`src/rtl/sbox_share_arbiter.sv`:
```
// sbox_share_arbiter
// Round-robin arbiter that shares one fixed-latency, non-stallable S-box
// pipeline among NUM_REQ byte requesters. One byte is accepted per cycle,
// registered into the S-box, and its requester id travels down a matching
// tag line so the result can be routed back when it emerges.
//
// Ports:
//   clk, rst        rising-edge clock, asynchronous active-high reset
//   req_valid       per-requester byte available
//   req_data        byte for requester i at [8i+7:8i]
//   req_ready       one-hot combinational grant
//   req_enable      per-requester grant mask
//   drain           blocks new grants; in-flight bytes still complete
//   sbox_idata      registered byte into the S-box
//   sbox_ivalid     registered qualifier for sbox_idata
//   sbox_odata      S-box result, SBOX_LATENCY cycles after input
//   rsp_valid       one-hot, single-cycle result strobe per requester
//   rsp_data        result byte (sbox_odata), qualified by rsp_valid
//   inflight        accepted bytes whose response has not yet pulsed
//   idle            nothing in flight and no transfer this cycle
module sbox_share_arbiter #(
    parameter int NUM_REQ      = 4,
    parameter int SBOX_LATENCY = 8
) (
    input  logic                 clk,
    input  logic                 rst,
    input  logic [NUM_REQ-1:0]   req_valid,
    input  logic [8*NUM_REQ-1:0] req_data,
    output logic [NUM_REQ-1:0]   req_ready,
    input  logic [NUM_REQ-1:0]   req_enable,
    input  logic                 drain,
    output logic [7:0]           sbox_idata,
    output logic                 sbox_ivalid,
    input  logic [7:0]           sbox_odata,
    output logic [NUM_REQ-1:0]   rsp_valid,
    output logic [7:0]           rsp_data,
    output logic [3:0]           inflight,
    output logic                 idle
);

    localparam int ID_W = (NUM_REQ > 1) ? $clog2(NUM_REQ) : 1;

    logic [ID_W-1:0]    ptr;
    logic [ID_W-1:0]    grant_idx;
    logic               grant_any;
    logic [NUM_REQ-1:0] eligible;
    logic [ID_W-1:0]    issue_tag;
    logic [SBOX_LATENCY-1:0] tag_v;
    logic [ID_W-1:0]    tag_id [SBOX_LATENCY];
    logic               rsp_fire;
    int                 idx;

    // The grant never looks at response state: the S-box cannot stall, so
    // every accepted byte is guaranteed a slot on the way back.
    assign eligible = drain ? '0 : (req_valid & req_enable);

    always_comb begin
        grant_any = 1'b0;
        grant_idx = '0;
        req_ready = '0;
        idx       = 0;
        for (int k = 0; k < NUM_REQ; k++) begin
            idx = int'(ptr) + k;
            if (idx >= NUM_REQ) begin
                idx = idx - NUM_REQ;
            end
            if (!grant_any && eligible[idx[ID_W-1:0]]) begin
                grant_any = 1'b1;
                grant_idx = idx[ID_W-1:0];
            end
        end
        if (grant_any) begin
            req_ready[grant_idx] = 1'b1;
        end
    end

    assign rsp_fire = tag_v[SBOX_LATENCY-1];
    assign rsp_data = sbox_odata;
    assign idle     = (inflight == 4'd0) && !grant_any;

    always_comb begin
        rsp_valid = '0;
        if (rsp_fire) begin
            rsp_valid[tag_id[SBOX_LATENCY-1]] = 1'b1;
        end
    end

    always_ff @(posedge clk or posedge rst) begin
        if (rst) begin
            ptr         <= '0;
            sbox_idata  <= 8'h00;
            sbox_ivalid <= 1'b0;
            issue_tag   <= '0;
            tag_v       <= '0;
            inflight    <= 4'd0;
            for (int i = 0; i < SBOX_LATENCY; i++) begin
                tag_id[i] <= '0;
            end
        end else begin
            sbox_ivalid <= grant_any;
            if (grant_any) begin
                ptr        <= (grant_idx == ID_W'(NUM_REQ - 1)) ? '0 : grant_idx + 1'b1;
                sbox_idata <= req_data[int'(grant_idx)*8 +: 8];
                issue_tag  <= grant_idx;
            end

            // Tag line is fed from the issue register so it stays aligned
            // with the byte the S-box is actually consuming.
            tag_v[0]  <= sbox_ivalid;
            tag_id[0] <= issue_tag;
            for (int i = 1; i < SBOX_LATENCY; i++) begin
                tag_v[i]  <= tag_v[i-1];
                tag_id[i] <= tag_id[i-1];
            end

            case ({grant_any, rsp_fire})
                2'b10:   inflight <= inflight + 4'd1;
                2'b01:   inflight <= inflight - 4'd1;
                default: inflight <= inflight;
            endcase
        end
    end

endmodule

```
`config.mk`:
```
export PLATFORM = sky130hd
export DESIGN_NAME = sbox_share_arbiter
export DESIGN_NICKNAME = d
export VERILOG_FILES = /design/src/rtl/sbox_share_arbiter.sv
export SDC_FILE = /design/constraint.sdc
export NUM_CORES = 1
export LEC_CHECK = 0
export CAP_MARGIN = 10
export CORE_ASPECT_RATIO = 1.2
export CORE_UTILIZATION = 45
export CTS_BUF_LIST = sky130_fd_sc_hd__clkbuf_16
export DETAILED_ROUTE_END_ITERATION = 10
export PLACE_DENSITY_LB_ADDON = 0.12
export SYNTH_ARGS = -nofsm -noshare
export SYNTH_HDL_FRONTEND = slang
export SYNTH_SLANG_ARGS = --single-unit
```
`constraint.sdc`:
```
create_clock -name clk -period 2.69 [get_ports clk]
set_input_delay 0.4035 -clock clk [delete_from_list [all_inputs] [get_ports clk]]
set_output_delay 0.4035 -clock clk [all_outputs]
set_load 0.02 [all_outputs]
```
# Word level (Yosys, flattened, before mapping)
# Cells that the tools add are included.
[totals]
n_memories = 0
mem_bits_rw = 0
output_inout_bits = 30
regBits = 41
romBits = 0
latch_bits = 0
[op_classes]
n_reduce_logical = 12
shifts = 1
muxes = 29
n_eq_ne = 3
div_mod_pow = 0
multipliers = 0
n_bitwise = 1
n_lt_le_gt_ge = 12
addsub = 10
[op_table]
columns = ["op", "n"]
rows = [
  ["32-bit by 6-bit variable part select with 8-bit output", 1],
  ["2-bit by 3-bit less-than comparator with 1-bit output (second input constant)", 6],
  ["2-bit two-way mux", 9],
  ["4-bit two-way mux", 3],
  ["1-bit two-way mux", 10],
  ["3-bit >= comparator (second input constant)", 3],
  ["1-bit binary-select mux with 2-bit select", 4],
  ["4-bit one-hot mux with 2 select lines", 1],
  ["2-bit by 1-bit subtractor with 2-bit output (second input constant)", 4],
  ["2-bit by 2-bit adder with 3-bit output (second input constant)", 2],
  ["1-bit logical AND", 6],
  ["4-bit by 1-bit adder with 4-bit output (second input constant)", 1],
  ["4-bit AND", 1],
  ["1-bit demux with 2-bit select", 2],
  ["2-bit == test (second input constant)", 2],
  ["2-bit by 1-bit >= comparator with 1-bit output (second input constant)", 2],
  ["1-bit logical NOT", 4],
  ["4-bit logical NOT", 1],
  ["4-bit by 1-bit subtractor with 4-bit output (second input constant)", 1],
  ["2-bit by 1-bit adder with 3-bit output (second input constant)", 1],
  ["2-bit by 3-bit >= comparator with 1-bit output (second input constant)", 1],
  ["2-bit by 1-bit adder with 2-bit output (second input constant)", 1],
  ["2-bit by 1-bit == test with 1-bit output (second input constant)", 1],
  ["2-bit nonzero test", 1],
]

# Depth between registers and ports, before layout
[depth]
ltp_word = 19
mapped_depth = 9
depth_no_buf = 9

# Worst setup path after synthesis
# No wires, ideal clock.
[synth_timing]
path_kind = "in2out"
startpoint = "input port req_valid[1]"
endpoint = "output port req_ready[1]"
slack_ns = 0.646
t_arrival_ns = 1.640
cell_stages = 8
cell_sequence = "nand2_1 -> a311oi_1 -> o32a_1 -> o211ai_2 -> buf_4 -> inv_1 -> ha_1 -> and2_1"
[synth_between]
elab_chain_len = 19
[synth_lines]
columns = ["item", "line", "source"]
rows = [
  ["start: declaration", "27", "input logic [NUM_REQ-1:0] req_valid,"],
  ["4-bit AND *", "55", "assign eligible = drain ? '0 : (req_valid & req_enable);"],
  ["4-bit two-way mux *", "55", ""],
  ["1-bit binary-select mux with 2-bit select", "67", "if (!grant_any && eligible[idx[ID_W-1:0]]) begin"],
  ["1-bit two-way mux (not written as such)", "67", ""],
  ["1-bit two-way mux", "67", ""],
  ["1-bit logical NOT", "67", ""],
  ["1-bit logical AND", "67", ""],
  ["1-bit two-way mux", "67", ""],
  ["[4 not listed]", "--", ""],
  ["1-bit logical AND", "67", ""],
  ["2-bit two-way mux *", "67", ""],
  ["net grant_idx[0]", "44", "logic [ID_W-1:0] grant_idx;"],
  ["2-bit by 3-bit less-than comparator with 1-bit output (not written as such) / 2-bit by 1-bit >= comparator with 1-bit output (equally long branches)", "73", "req_ready[grant_idx] = 1'b1;"],
  ["1-bit logical AND (not written as such)", "73", ""],
  ["1-bit two-way mux (not written as such)", "73", ""],
  ["1-bit demux with 2-bit select *", "73", ""],
  ["4-bit two-way mux *", "72", "if (grant_any) begin"],
  ["end: declaration", "29", "output logic [NUM_REQ-1:0] req_ready,"],
]
# The timed path passes the listed nets; every way through them passes the cells marked *. The select of a mux whose other input is x is not followed.

# Worst setup path after layout
# Same ends and word-level chain as after synthesis.

==> out/metrics.yaml <==
sta:
  max-slew-margin-rel_pct: 66.4
  timing.fmax_mhz: 387
  period_minus_slack_ns: 2.59
  fin_worst_skew_ns: 0.00595
  tightestPinTransition_ns: 0.501
  setup-violations-final: 0
  min_period_over_period_pct: 96.1
  rsz0062_at_grt: "false"
  final_number_of_max_transition_violations: 0
  finalHoldViolations: 0
logic_synthesis:
  avgSynthCellArea_sq_um: 12.3
  post_synth_inst_count: 155
  synth_enable_flop_cells: 0
  ys_warn_count: 0
  synth.yosys.seq_area_share_pct: 54.0
  ys.flop_type: "sky130_fd_sc_hd__dfrtp_1"
  async_reset_ff_share_pct: 100
  netlist-cell-type-count: 41
  syn-num-nets: 213
  post_synth_instance_area_sq_um: 1900
  ys_ff_latch: 41
power_and_ir_drop:
  report.power.total_w: 0.00256
  vdd_drop_max_v: 0.000391
  total_power_per_unit_cell_area_nw_per_um2: 918
  power_leakage_nw: 1.25
cts:
  cts.sink_count: 41
  clkSlewWorstSetupHoldPaths_ns: 0.06
  cts_inserted_buffers: 5
  cts-root-buf: "sky130_fd_sc_hd__clkbuf_16"
  ctsLongestPathBuffers: 2
  cts_htree_levels: 2
  tritoncts: "built"
  clk-insertion-delay-late_ns: 0.28
placement:
  detailed_place_hpwl_mm: 3.23
  place.gp.congestion: 0.810
  placedCellCount: 274
  place.port_buffers: 64
worst_setup_path:
  critPathRequiredTime_ns: 2.29
  ff2ff_path_depth: 7
  r2r-end: "sbox_idata[2]"
  worstReg2RegStart: "ptr[0]"
  cp-end-kind: "output pin"
  critPathMaxFanout: 4
  timing.reg2reg.setup_slack_ns: 0.52
  arrival_ns: 2.18
  timing.setup.critical_path_class: "input pin to output pin"
  worst_setup_sp_type: "input pin"
global_route:
  grt.overflow.total: 0
  wire_length_of_the_first_global_routing_pass_mm: 6.99
  grt.total_usage_pct: 21.7
  grt_pass1_vias: 1573
  grt_start_max_net_pins: 28
  initial_antenna_violation_count: 0
detailed_routing:
  drtIter0Drc: 110
  routed_wire_length_per_instance_um: 15.3
  drc_errors: 0
  route.detailed.vias_per_inst: 5.35
  via_count: 1515
  detail-route-antenna-nets: 0
  initial_drt_pass_iterations: 4
  finalWirelength_mm: 4.32
status:
  outcome: "complete, no violations"
hold_path:
  min_path_cells: 0
  whs_endpoint: "tag_id[1]"
  worstHoldPathType: "register to register"
  worst_hold_path_startpoint: "tag_id[3]"
layout:
  most-common-layout-cells: "sky130_fd_sc_hd__clkdlybuf4s50_1 (57), sky130_fd_sc_hd__dfrtp_1 (41), sky130_fd_sc_hd__mux2i_1 (15), sky130_fd_sc_hd__buf_4 (15)"
  layoutNonFillerInstCount: 283
  final_layout_size_suffix_gt1_share_pct: 16.6
  antenna_diode_instance_count: 0
  relative_area_change_from_synthesis_to_final_layout_pct: 46.9
  layout.cells.most_common: "sky130_fd_sc_hd__clkdlybuf4s50_1"
  finalNetCount: 286
  fill_cells: 343
  multiInputGateArea_sq_um: 781
  sequential_cell_area_sq_um: 1030
die:
  placement_rows: 25
  initial_core_util_pct: 47.5
  floorplan.io_pins: 81
  die_x_um: 61.3
  coreArea_sq_um: 4000
  die_outline_area_sq_um: 4490
  die-height_um: 73.2
job:
  count_of_max_cap_constraint_violations: 0
==> critical path, stage by stage <==
cell	delay [ns]
sky130_fd_sc_hd__clkdlybuf4s50_1	0.44
sky130_fd_sc_hd__nand2_2	0.12
sky130_fd_sc_hd__buf_4	0.14
sky130_fd_sc_hd__nand3b_1	0.09
sky130_fd_sc_hd__a211o_1	0.32
sky130_fd_sc_hd__o211ai_4	0.13
sky130_fd_sc_hd__inv_2	0.06
sky130_fd_sc_hd__ha_1	0.18
sky130_fd_sc_hd__and2_1	0.14
sky130_fd_sc_hd__buf_2	0.16
==> worst max path at each step <==
stage	slack [ns]	startpoint	cells past startpoint	endpoint
6_report	0.10	req_valid[1]	10	req_ready[1]
5_1_grt	0.01	req_valid[3]	8	idle
4_1_cts	0.01	req_valid[1]	8	req_ready[2]
3_5_place_dp	-0.30	req_valid[1]	9	req_ready[1]
3_3_place_gp	-0.23	req_valid[0]	8	req_ready[0]
2_1_floorplan	0.65	req_valid[1]	8	req_ready[1]
==> registers in the layout, summed over array words and instances (netlist names) <==
signal and count:
inflight 4, issue_tag 2, ptr 2, sbox_idata 8, sbox_ivalid 1, tag_id 16, tag_v 8
==> what timing repair did <==
action	CTS	global route
pin swaps	1	2
buffers inserted	1	0
hold endpoints to repair	0	0
setup endpoints to repair	5	5
hold buffers	0	0
gates resized for setup	16	8
==> metrics by stage <==
step / util, % / setup TNS (ns) / setup WS, ns / instance area [sq um] / hold slack, ns
after CTS: 70.0 / 0 / 0.0150 / 2800 / 0.349
after floorplan: - / 0 / 0.646 / 1900 / 0.331
after detailed placement: 65.3 / -1.52 / -0.297 / 2610 / 0.336
after global routing: 69.7 / 0 / 0.0140 / 2790 / 0.352
final: 69.7 / 0 / 0.105 / 2790 / 0.347
after global placement: 65.3 / -1.08 / -0.234 / 2610 / 0.336
==> synth_stat cells (2+ instances only) <==
cell type | number | area share, %
sky130_fd_sc_hd__nor2_1 | 11 | 2.2
sky130_fd_sc_hd__buf_6 | 2 | 1.2
sky130_fd_sc_hd__and3_1 | 2 | 0.66
sky130_fd_sc_hd__a21oi_1 | 3 | 0.79
sky130_fd_sc_hd__a211oi_1 | 3 | 1.2
sky130_fd_sc_hd__a221oi_1 | 7 | 3.2
sky130_fd_sc_hd__xor2_1 | 4 | 1.8
sky130_fd_sc_hd__ha_1 | 7 | 4.6
sky130_fd_sc_hd__and2_1 | 4 | 1.3
sky130_fd_sc_hd__dfrtp_1 | 41 | 54
sky130_fd_sc_hd__o21ai_0 | 2 | 0.53
sky130_fd_sc_hd__buf_4 | 9 | 3.6
sky130_fd_sc_hd__a211o_1 | 2 | 0.92
sky130_fd_sc_hd__nand2_1 | 12 | 2.4
sky130_fd_sc_hd__inv_1 | 4 | 0.79
sky130_fd_sc_hd__nand3b_1 | 2 | 0.79
sky130_fd_sc_hd__mux2i_1 | 15 | 7.9
sky130_fd_sc_hd__a311oi_1 | 2 | 0.92
==> cells by family (layout without fill, tap and decap cells) <==
family / count (synthesis) / after routing / share of synthesized area (%)
muxes: 16 / 16 / 8.49
DFF: 41 / 41 / 54.0
xor gates and xnor gates: 5 / 5 / 2.30
buffers and inverters: 17 / 91 / 6.06
and+or+nand+nor: 41 / 41 / 11.7
AOI/OAI and AO/OA: 28 / 28 / 12.8
adders and majority gates: 7 / 7 / 4.61
==> power by group <==
group          internal (W)  switching, W
clock              0.000439      0.000245
sequential         0.000818      0.000151
combinational      0.000470      0.000440
total               0.00173      0.000836
==> routing by layer <==
layer / share of wire, % / vias up / track usage (%)
met1: 40 / 747 / 24.6
met4: 1.8 / 0 / 10.4
li1: - / 701 / -
met2: 52 / 57 / 37.4
met5: 0 / - / 0
met3: 5.3 / 10 / 5.14
==> area by class of cell <==
cell class	instances	area share (%)
Multi-Input combinational cell	97	28.0
Inverter	4	0.538
Sequential cell	41	36.8
Clock buffer	5	4.48
Timing Repair Buffer	79	26.2
Clock inverter	3	1.66
Tap cell	54	2.42
No activity file was read; power rests on OpenSTA's default activity.
